`src/rtl/sync_ram_hs.sv`:
```
// Single-port synchronous RAM with split data buses, self-clearing init after reset,
// a configurable read-latency pipeline, and registered read-valid/error pulses.
module sync_ram_hs #(
  parameter int AWIDTH = 5,
  parameter int DWIDTH = 8,
  parameter int DEPTH  = 2**AWIDTH,
  parameter int RD_LAT = 1
) (
  input  logic              clk,
  input  logic              rst,
  input  logic              wr,
  input  logic              rd,
  input  logic [AWIDTH-1:0] addr,
  input  logic [DWIDTH-1:0] wdata,
  output logic              ready,
  output logic [DWIDTH-1:0] rdata,
  output logic              rd_valid,
  output logic              err
);

  localparam int PW = AWIDTH + 1;

  localparam logic [0:0] ST_INIT = 1'b0;
  localparam logic [0:0] ST_IDLE = 1'b1;

  if (RD_LAT < 1 || RD_LAT > 4 || DEPTH < 1 || DEPTH > 2**AWIDTH) begin : g_param_check
    $error("sync_ram_hs: illegal parameter combination");
  end

  logic [0:0]        state_q, state_d;
  logic [PW-1:0]     clear_ptr_q, clear_ptr_d;
  logic              err_q, err_d;
  logic [RD_LAT-1:0] pv_q, pv_d;
  logic [DWIDTH-1:0] pd_q [RD_LAT];
  logic [DWIDTH-1:0] pd_d [RD_LAT];

  logic [DWIDTH-1:0] mem [DEPTH];
  logic              mem_we;
  logic [AWIDTH-1:0] mem_waddr;
  logic [DWIDTH-1:0] mem_wdata;

  logic              idle;
  logic              in_range;
  logic              rd_issue;
  logic [DWIDTH-1:0] rd_word;

  always_comb begin
    idle     = (state_q == ST_IDLE);
    in_range = ({1'b0, addr} < PW'(DEPTH));
    rd_issue = idle && rd && !wr;
    rd_word  = '0;
    if (in_range) begin
      rd_word = mem[addr];
    end

    state_d     = state_q;
    clear_ptr_d = clear_ptr_q;
    err_d       = 1'b0;
    mem_we      = 1'b0;
    mem_waddr   = addr;
    mem_wdata   = wdata;

    case (state_q)
      ST_INIT: begin
        mem_we      = 1'b1;
        mem_waddr   = clear_ptr_q[AWIDTH-1:0];
        mem_wdata   = '0;
        clear_ptr_d = clear_ptr_q + 1'b1;
        if (clear_ptr_q == PW'(DEPTH - 1)) begin
          state_d = ST_IDLE;
        end
      end
      default: begin
        case ({wr, rd})
          2'b10: begin
            if (in_range) begin
              mem_we = 1'b1;
            end else begin
              err_d = 1'b1;
            end
          end
          2'b01:   err_d = !in_range;
          2'b11:   err_d = 1'b1;
          default: err_d = 1'b0;
        endcase
      end
    endcase

    // Valid bits shift every cycle; data stages only advance behind a valid bit,
    // so the last stage (rdata) changes exclusively together with rd_valid.
    pv_d     = RD_LAT'({pv_q, rd_issue});
    pd_d     = pd_q;
    if (rd_issue) begin
      pd_d[0] = rd_word;
    end
    for (int unsigned i = 1; i < RD_LAT; i++) begin
      if (pv_q[i-1]) begin
        pd_d[i] = pd_q[i-1];
      end
    end
  end

  always_ff @(posedge clk) begin
    if (rst) begin
      state_q     <= ST_INIT;
      clear_ptr_q <= '0;
      err_q       <= 1'b0;
      pv_q        <= '0;
      for (int unsigned i = 0; i < RD_LAT; i++) begin
        pd_q[i] <= '0;
      end
    end else begin
      state_q     <= state_d;
      clear_ptr_q <= clear_ptr_d;
      err_q       <= err_d;
      pv_q        <= pv_d;
      pd_q        <= pd_d;
    end
  end

  always_ff @(posedge clk) begin
    if (mem_we && !rst) begin
      mem[mem_waddr] <= mem_wdata;
    end
  end

  assign ready    = idle;
  assign rdata    = pd_q[RD_LAT-1];
  assign rd_valid = pv_q[RD_LAT-1];
  assign err      = err_q;

endmodule

```
`config.mk`:
```
export PLATFORM = sky130hd
export DESIGN_NAME = sync_ram_hs
export DESIGN_NICKNAME = d
export VERILOG_FILES = /design/src/rtl/sync_ram_hs.sv
export SDC_FILE = /design/constraint.sdc
export NUM_CORES = 1
export LEC_CHECK = 0
export ABC_CLOCK_PERIOD_IN_PS = 3800
export CAP_MARGIN = 20
export CORE_AREA = 4 4 134 136
export CTS_CLUSTER_DIAMETER = 120
export CTS_CLUSTER_SIZE = 10
export DETAILED_ROUTE_END_ITERATION = 12
export DIE_AREA = 0 0 138 140
export GPL_ROUTABILITY_DRIVEN = 1
export HOLD_SLACK_MARGIN = 0.05
export PLACE_DENSITY = 0.83
export SLEW_MARGIN = 20
export SYNTH_ARGS = -nofsm -noshare
export SYNTH_HDL_FRONTEND = slang
export SYNTH_SLANG_ARGS = --single-unit
```
`constraint.sdc`:
```
create_clock -name clk -period 3.8 [get_ports clk]
set_clock_uncertainty 0.15 [all_clocks]
set_input_delay 0.76 -clock clk [delete_from_list [all_inputs] [get_ports clk]]
set_output_delay 0.76 -clock clk [all_outputs]
set_load 0.01 [all_outputs]
```
# ---- After elaboration in Yosys (flattened, before gate mapping)
# Memory sizes are Yosys's and may differ from the RTL's. A register that Yosys moved wholly into a read port is not among the register bits.
# Index checks and enable logic that the tools add are counted.
dict set report totals {
  n_memories 1
  word_cells 25
  inputBits 17
  output_inout_bits 11
  ramBits 256
  regBits 9
}
# name depth width rd rd_ports_with_merged_regs wr line_no
set mem_list {}
lappend mem_list {mem 32 8 1 1 1 37} ;# logic [DWIDTH-1:0] mem [DEPTH];
dict set report classes {
  n_reduce_logical 6
  bitwise_logic 1
  eq_ne 3
  mux 9
  add_sub_neg 1
}
# cell count
set op_table {}
lappend op_table {{8-bit 2-to-1 mux} 1}
lappend op_table {{1-bit 2-to-1 mux} 7}
lappend op_table {{6-bit by 1-bit adder with 6-bit output, second input constant} 1}
lappend op_table {{6-bit by 5-bit equality test with 1-bit output, second input constant} 1}
lappend op_table {{5-bit 2-to-1 mux} 1}
lappend op_table {{2-bit equality test, second input constant} 2}
lappend op_table {{1-bit logical AND} 3}
lappend op_table {{1-bit logical NOT} 2}
lappend op_table {{2-bit OR reduction} 1}
lappend op_table {{1-bit NOT} 1}

# ---- Longest topological paths before layout
dict set report depth {
  depth_word 6
  depth_mapped 8
  ltp_nobuf 5
}

# ---- Least setup slack after synthesis
# OpenSTA, ideal clock, no wires.
dict set report synth_path {
  kind {input port to flip-flop}
  from {input addr[0]}
  to {memory mem[0][0], enable pin}
  n_path_buf 3
  setup_time_ns 0.370
  stages 8
  t_required_ns 3.280
  path_slack_ns 1.110
  arrival_time_ns 2.170
  cell_sequence {buf_4 > buf_12 > buf_4 > nor3b_1 > a21oi_1 > nor2_1 > nand2_1 > nor2_1}
}
dict set report synth_via {
  elab_chain_cells 1
}
# item line_no
set synth_lines {}
lappend synth_lines {{from (decl)} 13} ;# input logic [AWIDTH-1:0] addr,
lappend synth_lines {{5-bit 2-to-1 mux} 63} ;# case (state_q)
lappend synth_lines {{to (decl)} 37}
# Every way passes these cells.

# ---- Final worst setup path
dict set report layout_path {
  from {register state_q (netlist: ready)}
  to {output ready}
}
# item line_no
set layout_rtl {}
lappend layout_rtl {{from (decl)} 30} ;# logic [0:0] state_q, state_d;
lappend layout_rtl {{from (signal assigned)} 113} ;# state_q <= state_d;
lappend layout_rtl {{to (decl)} 15} ;# output logic ready,
# No word-level cell between the ends.

==> load_flow_metrics.sql <==
INSERT INTO impl_metrics (metric_group, metric, value, unit) VALUES
('clock_network', 'clock_sink_count', '273', ''),
('synth', 'synth.cell_area', '0.0109', 'mm²'),
('worst_setup_path', 'timing.setup.critical_path_class', 'reg2out', ''),
('synth', 'yosysWarningCount', '0', ''),
('detailed_routing', 'detail-route-antenna-nets', '0', ''),
('synth', 'synth_cell_types', '33', ''),
('sta', 'worstMarginPinSlew', '1.01', 'ns'),
('power', 'cellLeakagePower', '4.25', 'nW'),
('clock_network', 'path_clk_slew', '0.05', 'ns'),
('sta', 'final_hold_viol_count', '0', ''),
('place', 'dpl-instance-area', '0.0116', 'mm²'),
('clock_network', 'h-tree-depth', '1', ''),
('clock_network', 'clkLatencyLatePin', '0.53', 'ns'),
('sta', 'max_clock_freq', '320', 'MHz'),
('power', 'power_density', '492', 'mW/mm²'),
('floorplanning', 'effective_utilization_at_floorplan', '0.646', ''),
('sta', 'period_utilisation_layout', '0.823', ''),
('sta', 'timing_max_transition_violations_final', '0', ''),
('final_layout', 'num_antenna_cells', '0', ''),
('detailed_routing', 'drt_first_iter_violations', '911', ''),
('floorplanning', 'fp.dieH', '140', 'µm'),
('final_layout', 'stdcell_area', '0.0124', 'mm²'),
('grt', 'grt.overflow.total', '0', ''),
('worst_setup_path', 'cp.required', '2.89', 'ns'),
('clock_network', 'clock-root-buffer', 'clkbuf_16', ''),
('worst_setup_path', 'timing.critical_path.max_delay_family', 'flip-flops', ''),
('clock_network', 'cts-root-to-sink-buffers', '3', ''),
('worst_hold_path', 'worstHoldPathType', 'reg2reg', ''),
('floorplanning', 'fp.coreArea', '0.0169', 'mm²'),
('run_status', 'run_status', 'finished, final reports clean', ''),
('worst_setup_path', 'cp.buffers_inverters', '1', ''),
('detailed_routing', 'drt_first_pass_iters', '5', ''),
('job', 'max_cap_violations', '0', ''),
('clock_network', 'cts_post_setup_buffers_inserted', '0', ''),
('worst_setup_path', 'critPathMaxFanout', '30', ''),
('place', 'post-place-ws', '0.492', 'ns'),
('synth', 'synth_nets', '685', ''),
('worst_setup_path', 'crit_path_cell_trace', 'clkdlybuf4s50_1', ''),
('sta', 'unrepaired_setup_endpoints_after_global_routing', 'no', ''),
('clock_network', 'tritoncts.num_buffers', '31', ''),
('detailed_routing', 'average_wire_per_standard_cell', '25.4', 'µm'),
('sta', 'finalCriticalPeriod', '3.13', 'ns'),
('detailed_routing', 'vias', '6327', ''),
('grt', 'largest_net_degree_at_the_start_of_global_routing', '46', ''),
('floorplanning', 'row_count', '48', ''),
('final_layout', 'fin_nets', '745', ''),
('sta', 'setup_ws', '0.674', 'ns'),
('worst_setup_path', 'worstSetupEndpointType', 'output port', ''),
('final_layout', 'fillerInstances', '988', ''),
('detailed_routing', 'route.final.wire_length', '24800', 'µm'),
('grt', 'grt_pass1_vias', '6395', ''),
('power', 'total_power', '6.12', 'mW'),
('worst_setup_path', 'cpMaxStageDelayCell', 'dfxtp_1', ''),
('floorplanning', 'dieArea', '0.0193', 'mm²'),
('clock_network', 'cts_repair_resize_count', '0', ''),
('place', 'gp_congestion', '0.917', ''),
('place', 'dp.final_hpwl', '15300', 'µm'),
('detailed_routing', 'drt_drc_violations_left', '0', ''),
('final_layout', 'layout-drive-gt1-share', '0.113', ''),
('floorplanning', 'num_io_pins', '28', ''),
('sta', 'report.final.setup_viol', '0', ''),
('synth', 'syn_avg_cell_area', '16.4', 'µm²'),
('worst_setup_path', 'crit_arrival', '2.22', 'ns'),
('worst_setup_path', 'critical_path_max_stage_delay', '0.98', 'ns'),
('power', 'ir_drop', '0.480', 'mV'),
('sta', 'fin_setup_tns', '0', 'ns'),
('worst_setup_path', 'r2r_slack', '0.68', 'ns'),
('floorplanning', 'die_w', '138', 'µm'),
('synth', 'synth-seq-cells', '273', ''),
('sta', 'worst_case_headroom_to_the_max_slew_limit', '0.324', ''),
('synth', 'ys_seq_area_frac', '0.733', ''),
('place', 'numPortBuffers', '27', ''),
('final_layout', 'utilization', '0.734', ''),
('final_layout', 'syn2layout_area_growth', '13.6', '%'),
('grt', 'track_usage', '0.257', ''),
('grt', 'grt_first_pass_wirelength', '37600', 'µm'),
('worst_setup_path', 'category_of_the_worst_setup_path_launch_point', 'register', ''),
('synth', 'number_of_standard_cells_after_synthesis', '667', ''),
('clock_network', 'tritoncts_clock_tree', 'done', ''),
('clock_network', 'postCtsHoldBufs', '0', ''),
('detailed_routing', 'avgViaCountPerCell', '6.49', ''),
('grt', 'initial_antenna_violation_count', '0', '');
[per-layer routing]
layer / GRT usage / share of wire
met4: 0.115 / 0.049
met3: 0.0376 / 0.097
met5: 0 / 0
met2: 0.419 / 0.49
met1: 0.348 / 0.37
[report_power, final]
group          total (mW)  switching (mW)  internal (mW)  leakage, nW
clock network        2.58            1.06           1.52        0.415
logic               0.265           0.162          0.103         1.45
registers            3.27         0.00902           3.26         2.38
total                6.12            1.23           4.89         4.25
[worst reg2reg max path: stages (launching register included)]
cell and delay (ns):
dfxtp_1 0.98, nand4b_1 0.21, a21oi_1 0.25, nand2_1 0.40
nor2_1 0.75
[cell usage after synthesis, drive strengths merged]
cell type	n	area, µm²
nand2b	3	18.8
dfxtp	17	340
a211oi	8	100
xor2	2	17.5
nand4b	2	17.5
clkbuf	24	101
and2	9	56.3
nor3b	2	15.0
mux2i	130	1300
o21ai	1	5.00
buf	15	160
nand2	18	67.6
edfxtp	256	7690
nor2	51	191
mux2	1	11.3
or2	1	6.26
or3	1	6.26
or4	8	60.1
xnor2	2	17.5
ha	1	12.5
inv	3	11.3
nor2b	4	25.0
a21oi	36	180
nor3	2	10.0
o32ai	4	35.0
nand3	1	5.00
a21o	1	7.51
a22oi	64	480
[layout by cell type (no fill, tap or decap), types with 2 or more instances in the layout]
cell type | netlist | routed
nor2_1 | 51 | 50
nor2b_2 | 0 | 2
buf_4 | 2 | 37
nand4b_1 | 2 | 2
nor3_1 | 2 | 2
mux2i_1 | 130 | 130
a22oi_1 | 64 | 64
edfxtp_1 | 256 | 256
clkdlybuf4s50_1 | 0 | 26
xor2_1 | 2 | 2
clkbuf_1 | 21 | 24
a21oi_1 | 36 | 36
nand2_1 | 18 | 18
or4_1 | 8 | 8
clkbuf_16 | 0 | 31
nor2b_1 | 4 | 2
dfxtp_1 | 17 | 17
nor3b_1 | 2 | 2
o32ai_1 | 4 | 4
a211oi_2 | 8 | 8
inv_1 | 3 | 3
xnor2_1 | 2 | 2
nand2b_1 | 3 | 3
and2_1 | 9 | 9
[stage by stage]
stage / std cells / hold WS, ns
after global placement: 918 / 0.319
after global routing: 975 / 0.424
after detailed placement: 919 / 0.347
after floorplan: 667 / 0.309
final: 975 / 0.395
after CTS: 975 / 0.389
[final timing paths]
path / from / depth (start not counted) / to
worst max-delay path: ready / 1 / ready
worst min-delay path: clear_ptr_q[5] / 2 / clear_ptr_q[5]
worst max register to register: ready / 4 / mem[23][3]
worst min register to register: clear_ptr_q[5] / 2 / clear_ptr_q[5]
[flip-flops by register name, indices dropped and copies added, names as in the netlist]
signal / flops
rd_valid: 1
mem: 256
ready: 1
err: 1
clear_ptr_q: 6
rdata: 8
[layout make-up]
| cell class | count | area, µm² | share of cell area |
|---|---|---|---|
| Clock buffer | 55 | 866 | 0.0696 |
| Sequential cell | 273 | 8030 | 0.646 |
| Inverter | 3 | 11.3 | 0.000906 |
| Tap cell | 225 | 282 | 0.0226 |
| Multi-Input combinational cell | 352 | 2660 | 0.214 |
| Timing Repair Buffer | 66 | 584 | 0.0470 |
| Clock inverter | 1 | 8.76 | 0.000704 |
[logic make-up (layout without fill, tap and decap cells)]
group                    after synthesis  in the layout  synth area share
multiplexers                         131            131             0.120
AND/OR/NAND/NOR                      102            102            0.0438
flip-flops                           273            273             0.733
AO/OA/AOI/OAI                        114            114            0.0738
XOR/XNOR                               4              4           0.00320
buffers and inverters                 42            125            0.0249
adder cells (fa/ha/maj)                1              1           0.00114
No activity file was read; power rests on OpenSTA's default activity.
